[config.mk]
export PLATFORM = sky130hd
export DESIGN_NAME = pong_engine
export DESIGN_NICKNAME = d
export VERILOG_FILES = /design/src/rtl/pong_pkg.sv /design/src/rtl/pong_ball.sv /design/src/rtl/pong_engine.sv
export SDC_FILE = /design/constraint.sdc
export NUM_CORES = 1
export LEC_CHECK = 0
export BUFFER_PORTS_ARGS = -buffer_cell sky130_fd_sc_hd__clkbuf_2
export CAP_MARGIN = 20
export CORE_MARGIN = 2
export CORE_UTILIZATION = 30
export DETAILED_ROUTE_END_ITERATION = 12
export RECOVER_POWER = 50
export SYNTH_ARGS = -nofsm -noshare
export SYNTH_HDL_FRONTEND = slang
export SYNTH_SLANG_ARGS = --single-unit
[constraint.sdc]
create_clock -name VGA_CLOCK -period 7.7 [get_ports VGA_CLOCK]
set_clock_uncertainty 0.15 [all_clocks]
set_input_delay 0.77 -clock VGA_CLOCK [delete_from_list [all_inputs] [get_ports VGA_CLOCK]]
set_output_delay 0.77 -clock VGA_CLOCK [all_outputs]
set_load 0.005 [all_outputs]
[src/rtl/pong_pkg.sv]
// Shared types for the pong engine: FSM encoding, RGB colours and scan-coordinate width.
package pong_pkg;
    localparam int COORD_W = 11;

    typedef logic [COORD_W-1:0] coord_t;

    typedef enum logic [1:0] {
        SERVE = 2'd0,
        PLAY  = 2'd1,
        MISS  = 2'd2
    } state_t;

    localparam logic [2:0] BLACK = 3'b000;
    localparam logic [2:0] RED   = 3'b100;
    localparam logic [2:0] WHITE = 3'b111;

    function automatic coord_t clamp_max(input coord_t v, input coord_t lim);
        return (v > lim) ? lim : v;
    endfunction
endpackage

[src/rtl/pong_ball.sv]
// Ball position/direction state; steps once per PLAY frame, reflects off walls and paddles, flags misses.
// Miss flags are combinational and only meaningful while step_en is high; no backpressure.
module pong_ball
    import pong_pkg::*;
#(
    parameter int H_ACTIVE     = 640,
    parameter int V_ACTIVE     = 480,
    parameter int PADDLE_W     = 10,
    parameter int PADDLE_H     = 50,
    parameter int PADDLE_INSET = 10,
    parameter int BALL_SIZE    = 8,
    parameter int BALL_SPEED   = 2
) (
    input  logic   clk,
    input  logic   rst_n,
    input  logic   step_en,
    input  logic   serve_load,
    input  coord_t paddle_l_y,
    input  coord_t paddle_r_y,
    output coord_t ball_x,
    output coord_t ball_y,
    output logic   miss_l,
    output logic   miss_r
);
    localparam coord_t STEP     = coord_t'(BALL_SPEED);
    localparam coord_t BALL_SZ  = coord_t'(BALL_SIZE);
    localparam coord_t PAD_H    = coord_t'(PADDLE_H);
    localparam coord_t X_CENTRE = coord_t'((H_ACTIVE - BALL_SIZE) / 2);
    localparam coord_t Y_CENTRE = coord_t'((V_ACTIVE - BALL_SIZE) / 2);
    localparam coord_t X_MAX    = coord_t'(H_ACTIVE - BALL_SIZE);
    localparam coord_t Y_MAX    = coord_t'(V_ACTIVE - BALL_SIZE);
    localparam coord_t L_STOP   = coord_t'(PADDLE_INSET + PADDLE_W);
    localparam coord_t R_STOP   = coord_t'(H_ACTIVE - PADDLE_INSET - PADDLE_W - BALL_SIZE);

    coord_t x_q, x_d, y_q, y_d, y_nx;
    logic   dx_neg_q, dx_neg_d, dy_neg_q, dy_neg_d, dy_nx;
    logic   hit_l, hit_r;

    always_comb begin
        x_d      = x_q;
        y_d      = y_q;
        dx_neg_d = dx_neg_q;
        dy_neg_d = dy_neg_q;
        miss_l   = 1'b0;
        miss_r   = 1'b0;
        y_nx     = y_q;
        dy_nx    = dy_neg_q;

        // Magnitude compares stand in for signed x/y_next so nothing underflows past 0.
        if (dy_neg_q) begin
            if (y_q <= STEP) begin
                y_nx  = '0;
                dy_nx = 1'b0;
            end else begin
                y_nx = y_q - STEP;
            end
        end else if (y_q + STEP >= Y_MAX) begin
            y_nx  = Y_MAX;
            dy_nx = 1'b1;
        end else begin
            y_nx = y_q + STEP;
        end

        hit_l = (y_nx + BALL_SZ > paddle_l_y) && (y_nx < paddle_l_y + PAD_H);
        hit_r = (y_nx + BALL_SZ > paddle_r_y) && (y_nx < paddle_r_y + PAD_H);

        if (serve_load) begin
            // dx is left untouched: it already points at the side that conceded.
            x_d      = X_CENTRE;
            y_d      = Y_CENTRE;
            dy_neg_d = 1'b0;
        end else if (step_en) begin
            y_d      = y_nx;
            dy_neg_d = dy_nx;
            if (dx_neg_q) begin
                if (x_q <= L_STOP + STEP && hit_l) begin
                    x_d      = L_STOP;
                    dx_neg_d = 1'b0;
                end else if (x_q <= STEP) begin
                    x_d    = '0;
                    miss_l = 1'b1;
                end else begin
                    x_d = x_q - STEP;
                end
            end else begin
                if (x_q + STEP >= R_STOP && hit_r) begin
                    x_d      = R_STOP;
                    dx_neg_d = 1'b1;
                end else if (x_q + STEP >= X_MAX) begin
                    x_d    = X_MAX;
                    miss_r = 1'b1;
                end else begin
                    x_d = x_q + STEP;
                end
            end
        end
    end

    always_ff @(posedge clk or negedge rst_n) begin
        if (!rst_n) begin
            x_q      <= X_CENTRE;
            y_q      <= Y_CENTRE;
            dx_neg_q <= 1'b0;
            dy_neg_q <= 1'b0;
        end else begin
            x_q      <= x_d;
            y_q      <= y_d;
            dx_neg_q <= dx_neg_d;
            dy_neg_q <= dy_neg_d;
        end
    end

    assign ball_x = x_q;
    assign ball_y = y_q;
endmodule

[src/rtl/pong_engine.sv]
// Two-player pong engine on VGA scan coordinates; PIXEL registered one cycle after PIXEL_H/V, no backpressure.
// Build option PONG_AI_PADDLE_EN: right paddle follows the ball instead of PADDLE_POSITION_R.
module pong_engine
    import pong_pkg::*;
#(
    parameter int H_ACTIVE     = 640,
    parameter int V_ACTIVE     = 480,
    parameter int PADDLE_W     = 10,
    parameter int PADDLE_H     = 50,
    parameter int PADDLE_INSET = 10,
    parameter int PADDLE_SHIFT = 1,
    parameter int BALL_SIZE    = 8,
    parameter int BALL_SPEED   = 2,
    parameter int SERVE_FRAMES = 60,
    parameter int MISS_FRAMES  = 30,
    parameter int SCORE_W      = 4
) (
    input  logic               VGA_CLOCK,
    input  logic               RESET,
    input  logic [7:0]         PADDLE_POSITION_L,
    input  logic [7:0]         PADDLE_POSITION_R,
    input  logic [COORD_W-1:0] PIXEL_H,
    input  logic [COORD_W-1:0] PIXEL_V,
    output logic [2:0]         PIXEL,
    output logic [SCORE_W-1:0] SCORE_L,
    output logic [SCORE_W-1:0] SCORE_R,
    output logic               IN_PLAY
);
    localparam int     CNT_MAX = (SERVE_FRAMES > MISS_FRAMES) ? SERVE_FRAMES : MISS_FRAMES;
    localparam int     CNT_W   = $clog2(CNT_MAX + 1);
    localparam coord_t PAD_MAX = coord_t'(V_ACTIVE - PADDLE_H);
    localparam coord_t PAD_H   = coord_t'(PADDLE_H);
    localparam coord_t BALL_SZ = coord_t'(BALL_SIZE);
    localparam coord_t L_COL   = coord_t'(PADDLE_INSET);
    localparam coord_t R_COL   = coord_t'(H_ACTIVE - PADDLE_INSET - PADDLE_W);
    localparam coord_t PAD_W   = coord_t'(PADDLE_W);

    state_t             state_q, state_d;
    logic [CNT_W-1:0]   cnt_q, cnt_d;
    logic [SCORE_W-1:0] score_l_q, score_l_d, score_r_q, score_r_d;
    coord_t             pad_l_q, pad_l_d, pad_r_q, pad_r_d;
    logic [2:0]         pixel_q, pixel_d;
    coord_t             ball_x, ball_y;
    logic               frame_tick, step_en, serve_load, miss_l, miss_r;
    logic               in_active, on_border, on_ball, on_pad_l, on_pad_r, flash;

    assign frame_tick = (PIXEL_H == '0) && (PIXEL_V == coord_t'(V_ACTIVE));
    assign step_en    = frame_tick && (state_q == PLAY);
    assign serve_load = frame_tick && (state_q == MISS) && (cnt_q == CNT_W'(MISS_FRAMES - 1));

    // The ball sees the freshly sampled paddle rows in the same tick they are latched.
    assign pad_l_d = frame_tick ? clamp_max(coord_t'(PADDLE_POSITION_L) << PADDLE_SHIFT, PAD_MAX) : pad_l_q;

`ifdef PONG_AI_PADDLE_EN
    localparam coord_t AI_STEP  = coord_t'((BALL_SPEED > 1) ? BALL_SPEED - 1 : 1);
    localparam coord_t HALF_GAP = coord_t'((PADDLE_H - BALL_SIZE) / 2);
    coord_t ai_target;

    always_comb begin
        ai_target = (ball_y > HALF_GAP) ? clamp_max(ball_y - HALF_GAP, PAD_MAX) : '0;
        pad_r_d   = pad_r_q;
        if (frame_tick) begin
            if (ai_target > pad_r_q + AI_STEP) begin
                pad_r_d = pad_r_q + AI_STEP;
            end else if (ai_target + AI_STEP < pad_r_q) begin
                pad_r_d = pad_r_q - AI_STEP;
            end else begin
                pad_r_d = ai_target;
            end
        end
    end
`else
    assign pad_r_d = frame_tick ? clamp_max(coord_t'(PADDLE_POSITION_R) << PADDLE_SHIFT, PAD_MAX) : pad_r_q;
`endif

    pong_ball #(
        .H_ACTIVE(H_ACTIVE), .V_ACTIVE(V_ACTIVE), .PADDLE_W(PADDLE_W), .PADDLE_H(PADDLE_H),
        .PADDLE_INSET(PADDLE_INSET), .BALL_SIZE(BALL_SIZE), .BALL_SPEED(BALL_SPEED)
    ) u_ball (
        .clk(VGA_CLOCK), .rst_n(RESET), .step_en(step_en), .serve_load(serve_load),
        .paddle_l_y(pad_l_d), .paddle_r_y(pad_r_d),
        .ball_x(ball_x), .ball_y(ball_y), .miss_l(miss_l), .miss_r(miss_r)
    );

    always_comb begin
        state_d   = state_q;
        cnt_d     = cnt_q;
        score_l_d = score_l_q;
        score_r_d = score_r_q;
        if (frame_tick) begin
            case (state_q)
                SERVE: begin
                    if (cnt_q == CNT_W'(SERVE_FRAMES - 1)) begin
                        state_d = PLAY;
                        cnt_d   = '0;
                    end else begin
                        cnt_d = cnt_q + 1'b1;
                    end
                end
                PLAY: begin
                    if (miss_l || miss_r) begin
                        state_d = MISS;
                        cnt_d   = '0;
                    end
                    if (miss_l && score_r_q != '1) score_r_d = score_r_q + 1'b1;
                    if (miss_r && score_l_q != '1) score_l_d = score_l_q + 1'b1;
                end
                MISS: begin
                    if (cnt_q == CNT_W'(MISS_FRAMES - 1)) begin
                        state_d = SERVE;
                        cnt_d   = '0;
                    end else begin
                        cnt_d = cnt_q + 1'b1;
                    end
                end
                default: begin
                    state_d = SERVE;
                    cnt_d   = '0;
                end
            endcase
        end
    end

    always_comb begin
        in_active = (PIXEL_H < coord_t'(H_ACTIVE)) && (PIXEL_V < coord_t'(V_ACTIVE));
        on_border = (PIXEL_V == '0) || (PIXEL_V == coord_t'(V_ACTIVE - 1)) ||
                    (PIXEL_H == '0) || (PIXEL_H == coord_t'(H_ACTIVE - 1));
        on_ball   = (PIXEL_H >= ball_x) && (PIXEL_H < ball_x + BALL_SZ) &&
                    (PIXEL_V >= ball_y) && (PIXEL_V < ball_y + BALL_SZ);
        on_pad_l  = (PIXEL_H >= L_COL) && (PIXEL_H < L_COL + PAD_W) &&
                    (PIXEL_V >= pad_l_q) && (PIXEL_V < pad_l_q + PAD_H);
        on_pad_r  = (PIXEL_H >= R_COL) && (PIXEL_H < R_COL + PAD_W) &&
                    (PIXEL_V >= pad_r_q) && (PIXEL_V < pad_r_q + PAD_H);
        // Odd frames of the miss pause, counted from the tick that entered MISS.
        flash     = (state_q == MISS) && cnt_q[0];

        pixel_d = BLACK;
        if (!in_active)              pixel_d = BLACK;
        else if (on_border)          pixel_d = RED;
        else if (on_ball)            pixel_d = flash ? RED : WHITE;
        else if (on_pad_l || on_pad_r) pixel_d = WHITE;
    end

    always_ff @(posedge VGA_CLOCK or negedge RESET) begin
        if (!RESET) begin
            state_q   <= SERVE;
            cnt_q     <= '0;
            score_l_q <= '0;
            score_r_q <= '0;
            pad_l_q   <= '0;
            pad_r_q   <= '0;
            pixel_q   <= BLACK;
        end else begin
            state_q   <= state_d;
            cnt_q     <= cnt_d;
            score_l_q <= score_l_d;
            score_r_q <= score_r_d;
            pad_l_q   <= pad_l_d;
            pad_r_q   <= pad_r_d;
            pixel_q   <= pixel_d;
        end
    end

    assign PIXEL   = pixel_q;
    assign SCORE_L = score_l_q;
    assign SCORE_R = score_r_q;
    assign IN_PLAY = (state_q == PLAY);
endmodule

==> results.md, run 1 <==
* Reg power frac at 0.413
* Synth top cells by count: ha_1, inv_1, a21oi_1
* Non-Filler Instances at around 1300
* Drt pass-1 iters at 5
* Wire per inst at between 15 and 20 µm
* Power Dens Cells at between 90 and 100 nW/µm²
* Post-CTS Resized at 0
* Synth top area share at 0.2302
* Hold Vio Cnt, Final at 0
* CTS tree: done
* Worst Setup Path Type: flip-flop to flip-flop
* Final TNS setup at 0 ps
* Sw power at about 0.00022 W
* Crit-path leading delay family: compound AO/OA/AOI/OAI gates
* Crit path top cell by count: nand4_1
* Vias in the first global route at between 7000 and 8000
* Clk buf depth at 2
* Sequential area share after synthesis at 0.2044
* Fin crit share at 0.7235
* Synth Instances at around 940
* FP Rows at slightly below 60
* DR vias at between 7000 and 8000
* Setup Viol. Count Final at 0
* Largest net degree at the start of global routing at 64
* Final Critical Period at 5571 ps
* Routed wl met3 at approximately 1000 µm
* Crit end category: flip-flop
* Max FO, Critical Path at 11
* Max layer used: met4
* H-tree levels at 3
* WP buf/inv at 0
* Worst slew pin tran at approximately 3800 ps
* Synth warnings at 0
* WL met1 at approximately 11000 µm
* I/O pin total at 52
* Post-synth EDFFs at 0
* Via-per-instance ratio at about 5.4
* Ratio of cells with drive above 1 in the final layout at 0.1055
* Routed met2 length at between 10000 and 15000 µm
* Fin. max-slew vios at 64
* CP cell instances: ha_1 -> a311o_1 -> o21ai_0 -> a221o_1 -> a21oi_1 -> and2b_1 -> nand4_1 -> xnor2_1 -> ha_1 -> nand4_1 -> or4_1 -> nand4_1 -> a311o_1 -> nand3_1 -> a311oi_1 -> mux2_2
* Clock sink total at 63
* GRT overflow at 0
* Critical path's largest stage delay at around 540 ps
* Top cell type by total area after synthesis: ha_1
* Pleak at roughly 3.9 nW
* Final WS setup at ~2100 ps
* CP arrival at between 5000 and 6000 ps
* Die ar. at 27210 µm²
* Placement Cell Area at around 8300 µm²
* Placed instance count at 1300
* Hold_ws at approximately 360 ps
* Setup crit start kind: flip-flop
* Clock-pin transition on the worst setup and hold timing paths at 60 ps
* GP Congestion at 0.9106
* Combinational Power Share at 0.099
* Wirelength, routed at between 20000 and 25000 µm
* Fmax at 179.5 MHz
* Status: complete, but fails checks
* Synth top area cells: ha_1, dfrtp_1, xnor2_1
* Post-route cell area at ~8600 µm²
* Ys flop type: dfrtp_1
* Clock power frac at 0.487
* Required @ worst endpoint at around 7800 ps
* DPL Wire Length at 18290 µm
* Starting Density at 0.3069
* Average size of a mapped cell at about 8.3 µm²
* HP Class: flip-flop to flip-flop
* Post-CTS Hold Buffers at 0
* CTS buffer count at 9
* Switching portion of total power at 0.2790
* # port buffers at 51
* Fill count at about 2700
* Root Buffer: clkbuf_16
* DP Worst Slack at around 2000 ps
* Clk_lat worst skew at roughly 350 ps
* Post-Synthesis Cell Area at about 7800 µm²
* Initial antenna violation count at 0
* Most frequent cell after synthesis: ha_1
* Core Region at about 25000 µm²
* Max-cap viol count at 1
* Max rail drop VDD at between 0.07 and 0.08 mV
* RSZ-0062 raised after global routing: no
* # nets final at approximately 1200
* DRT iter0 DRCs at between 300 and 400
* DIE WIDTH at 165.0 µm
* Global-route wire length before repair at ~37000 µm
* Ys async rst share at 1.000
* Antenna viol nets, final at 0
* Worst path slowest cell: dfrtp_1
* Postcts setup bufs at 0
* Die H at roughly 160 µm
* Max-slew headroom at -1.555
* Violated checks: max-capacitance violations, max-slew violations
* Syn_nets at 1124
* Internal at between 0.0005 and 0.0006 W
* Total track usage at 0.1769
* DR DRC count at 0
* Synthesized flop and latch total at 63
* Area Growth Syn to Fin at 10.56%
* Number of diodes at 0
* Yosys cell types at 78
[power groups by stage]
stage | sequential [W] | combinational (W) | clock (W)
global placement | 0.000337 | 0.0000799 | 0
detailed placement | 0.000337 | 0.0000813 | 0
finish | 0.000331 | 0.0000797 | 0.000390
global route | 0.000331 | 0.0000916 | 0.000408
CTS | 0.000331 | 0.0000818 | 0.000396
floorplan | 0.000337 | 0.0000364 | 0
[through the flow]
stage | utilization | power (W)
2_1_floorplan | - | 0.0003737
3_3_place_gp | 0.3292 | 0.0004170
3_5_place_dp | 0.3292 | 0.0004185
4_1_cts | 0.3397 | 0.0008087
5_1_grt | 0.3393 | 0.0008311
6_report | 0.3393 | 0.0008015
[flip-flops by register name, indices dropped and copies added (netlist names)]
name,cells
u_ball.ball_x,10
u_ball.ball_y,11
SCORE_R,4
PIXEL,2
cnt_q,6
state_q,2
pad_l_q,11
pad_r_q,11
u_ball.dy_neg_q,1
SCORE_L,4
u_ball.dx_neg_q,1
[area by class of cell]
cell class / count / area (µm²) / share of cell area
Clock inverter: 6 / 38.79 / 0.004514
Sequential cell: 63 / 1589 / 0.1849
Clock buffer: 10 / 229.0 / 0.02665
Multi-Input combinational cell: 760 / 5700 / 0.6634
Inverter: 91 / 341.6 / 0.03975
Tap cell: 330 / 412.9 / 0.04805
Timing Repair Buffer: 56 / 281.5 / 0.03276
[path summary, 6_finish.rpt]
check / depth (start not counted) / to / from / slack (ps)
max: 16 / SCORE_R[1] / u_ball.ball_y[1] / 2130
min: 1 / SCORE_L[3] / SCORE_L[3] / 360
max reg2reg: 16 / SCORE_R[1] / u_ball.ball_y[1] / 2130
min reg2reg: 1 / SCORE_L[3] / SCORE_L[3] / 360
max in group asynchronous: 2 / pad_r_q[2] / RESET / 3550
min in group asynchronous: 2 / u_ball.ball_y[10] / RESET / 1700
[logic make-up after synthesis]
| logic type | after synthesis | synth area share |
|---|---|---|
| xor+xnor | 61 | 0.06874 |
| buf+inv | 118 | 0.06230 |
| flops | 63 | 0.2044 |
| mux | 19 | 0.02753 |
| fa+ha+maj | 143 | 0.2302 |
| compound gates | 249 | 0.2172 |
| simple gates | 288 | 0.1896 |
[cells in the final DEF, fill, tap and decap left out, types with 10 or more instances in the layout]
cell,n
nor3_1,33
dfstp_2,10
a21oi_1,67
ha_1,143
and3_1,11
dfrtp_1,53
o21ai_0,46
nand2b_1,12
nor2b_1,13
mux2_2,11
clkbuf_2,44
inv_1,91
nand3_1,26
nand4_1,27
nand2_1,66
xnor2_1,55
a21o_1,20
o21a_1,11
nor2_1,58
o211ai_1,13
[layer usage]
metal	vias to the layer above	global-route usage
met4	0	0.06166
met1	3361	0.2370
met2	182	0.2959
li1	3538	-
met3	38	0.01833
met5	-	0
No activity file was read; power rests on OpenSTA's default activity.
==> run 2: changes to the inputs <==
Clock period 7.7 ns to 5.5 ns, I/O delays scaled along.
==> run 2 against run 1 <==
  * Clock power grew 61%
  * Critical path type unchanged
  * Count of clock-buffer cells in the layout is the same
  * Sequential share of layout area shrank 0.83 points
  * Register-to-register slack lost 1900 ps
  * Cell area grew 4.8%
  * Global-route usage grew 0.28 points
  * Non-clock buffer count grew 41
  * The run still ends with max-capacitance violations, max-slew violations left
==> results.md, run 2 (synthesized netlist as in run 1, its figures left out) <==
* Status: complete, but fails checks
* Violated checks: max-capacitance violations, max-slew violations
* Critical path's largest stage delay at 600 ps (+60 ps)
* H-tree levels at 3 (unchanged)
* DRT iter0 DRCs at 370 (-6.3%)
* Max FO, Critical Path at 7 (-4)
* # nets final at 1205 (+3.5%)
* Core Region at 25330 µm² (unchanged)
* Register area at 1590 µm² (about the same)
* Global-route wire length before repair at 38110 µm (+2.4%)
* Final Critical Period at 5318 ps (-253.6 ps)
* CP cell instances: nand4_1 -> or3_2 -> a32o_1 -> or2_2 -> a32oi_4 -> buf_12 -> nand2b_1 -> and4b_1 -> xnor2_2 -> ha_1 -> nand4_1 -> or4_4 -> nand4_1 -> a311o_1 -> nand3_2 -> buf_4 -> nor3_1 -> mux2_2
* Required @ worst endpoint at 5570 ps (-2210 ps)
* FF-to-FF setup slack at 180 ps (-1950 ps)
* I/O pin total at 52 (unchanged)
* CP arrival at 5390 ps (-270 ps)
* Largest net degree at the start of global routing at 64 (unchanged)
* DP Worst Slack at -48.61 ps (-2071 ps)
* Vias in the first global route at 7209 (+1.8%)
* FP Rows at 58 (unchanged)
* CTS buffer count at 9 (unchanged)
* Pleak at 4.106 nW (+5.9%)
* Clock sink total at 63 (unchanged)
* Fmax at 188.1 MHz (+4.8%)
* Fin. max-slew vios at 64 (unchanged)
* Die ar. at 27210 µm² (unchanged)
* # port buffers at 51 (unchanged)
* Setup Viol. Count Final at 0 (unchanged)
* Root Buffer: clkbuf_16
* Area of the multi-input gates at 5743 µm² (+0.75%)
* Drt pass-1 iters at 5 (unchanged)
* Worst slew pin tran at 3704 ps (-129.2 ps)
* Initial antenna violation count at 0 (unchanged)
* Ratio of cells with drive above 1 in the final layout at 0.1509 (+0.04545)
* Hold Vio Cnt, Final at 0 (unchanged)
* Post-CTS Hold Buffers at 0 (unchanged)
* Starting Density at 0.3069 (unchanged)
* Fin crit share at 0.9669 (+0.2433)
* Final WS setup at 182.3 ps (-1946 ps)
* GRT overflow at 0 (unchanged)
* DR DRC count at 0 (unchanged)
* Total power at 0.001213 W (+51%)
* Max-slew headroom at -1.469 (+0.08611)
* Antenna viol nets, final at 0 (unchanged)
* Most common cell after layout, fill and taps aside: ha_1
* Max-cap viol count at 1 (unchanged)
* Most frequent cells in the layout: ha_1, inv_1, a21oi_1, nand2_1, nor2_1
* Total track usage at 0.1796 (+0.002758)
* Max rail drop VDD at 0.1189 mV (+53%)
* Worst Setup Path Type: flip-flop to flip-flop
* Crit path top cell by count: nand4_1
* GP Congestion at 0.8587 (-5.7%)
* CTS tree: done
* Via-per-instance ratio at 5.363 (-0.86%)
* Area Growth Syn to Fin at 15.86%
* Placement Cell Area at 8532 µm² (+2.3%)
* Wirelength, routed at 23960 µm (+5.3%)
* DR vias at 7278 (+2.2%)
* Crit end category: flip-flop
* Clock-pin transition on the worst setup and hold timing paths at 60 ps (about the same)
* HP Class: flip-flop to flip-flop
* DPL Wire Length at 18990 µm (+3.8%)
* Power Dens Cells at 134.7 nW/µm² (+44%)
* Post-route cell area at 9005 µm² (+4.8%)
* Clk_lat worst skew at 340 ps (about the same)
* Number of diodes at 0 (unchanged)
* Fill count at 2608 (-3.0%)
* DIE WIDTH at 165.0 µm (unchanged)
* Die H at 165.0 µm (unchanged)
* Final core occ at 0.3555 (+0.01625)
* Clk buf depth at 2 (unchanged)
* Setup crit start kind: flip-flop
* Worst path slowest cell: dfstp_2
* Wire per inst at 17.65 µm (+2.1%)
[run 2: cell count changes in the layout (fill, tap and decap cells not counted), sizes merged]
cell    before  now
clkinv       4    2
buf          5   46
bufinv       0    2
[run 2: area by class of cell]
type                       count  share of cell area
inverter                      91             0.03793
timing repair buffer          97             0.06697
multi-input combinational    760              0.6378
clock inverter                 6            0.009448
sequential                    63              0.1766
clock buffer                  10             0.02543
tap                          330             0.04585
[run 2: path summary, 6_finish.rpt]
kind	end	start	depth (start not counted)
setup / recovery	SCORE_R[3]	u_ball.ball_y[3]	18
hold / removal	SCORE_L[3]	SCORE_L[3]	1
setup reg to reg	SCORE_R[3]	u_ball.ball_y[3]	18
hold reg to reg	SCORE_L[3]	SCORE_L[3]	1
max in group asynchronous	u_ball.ball_y[1]	RESET	2
min in group asynchronous	u_ball.ball_x[9]	RESET	2
[run 2: report_power, final]
group / leakage, nW / internal, W / switching, W
clock: 0.148 / 0.000395 / 0.000231
sequential: 0.750 / 0.000464 / 0.00000000442
combinational: 3.21 / 0.0000481 / 0.0000752
total: 4.11 / 0.000908 / 0.000306
[run 2: timing repair]
| item | 4_1_cts | 5_1_grt |
|---|---|---|
| buffers inserted | 0 | 15 |
| resized for setup | 1 | 11 |
| pin swaps | 0 | 4 |
| endpoints found under the hold margin | 0 | 0 |
| endpoints found under the setup margin | 1 | 18 |
[run 2: stage by stage]
step	hold WS (ps)	TNS (ps)	cells
3_5_place_dp	366.9	-48.61	1326
4_1_cts	320.6	-11.26	1342
3_3_place_gp	364.6	-23.44	1326
6_report	370.0	0	1357
2_1_floorplan	104.4	0	941
5_1_grt	389.9	-81.41	1357
[run 2: worst max-delay path, delay by kind of cell (launching register included)]
family | cells | cell delay (ps)
buf+inv | 2 | 340
simple gates | 10 | 2550
xor+xnor | 1 | 120
mux | 1 | 350
compound gates | 3 | 770
flops | 1 | 600
fa+ha+maj | 1 | 320
[run 2: per-layer routing]
layer	up-vias	wire [µm]	track usage
li1	3614	-	-
met1	3460	11170	0.2382
met2	166	11050	0.2978
met3	38	1127	0.02938
met4	0	609	0.05731
met5	-	0	0
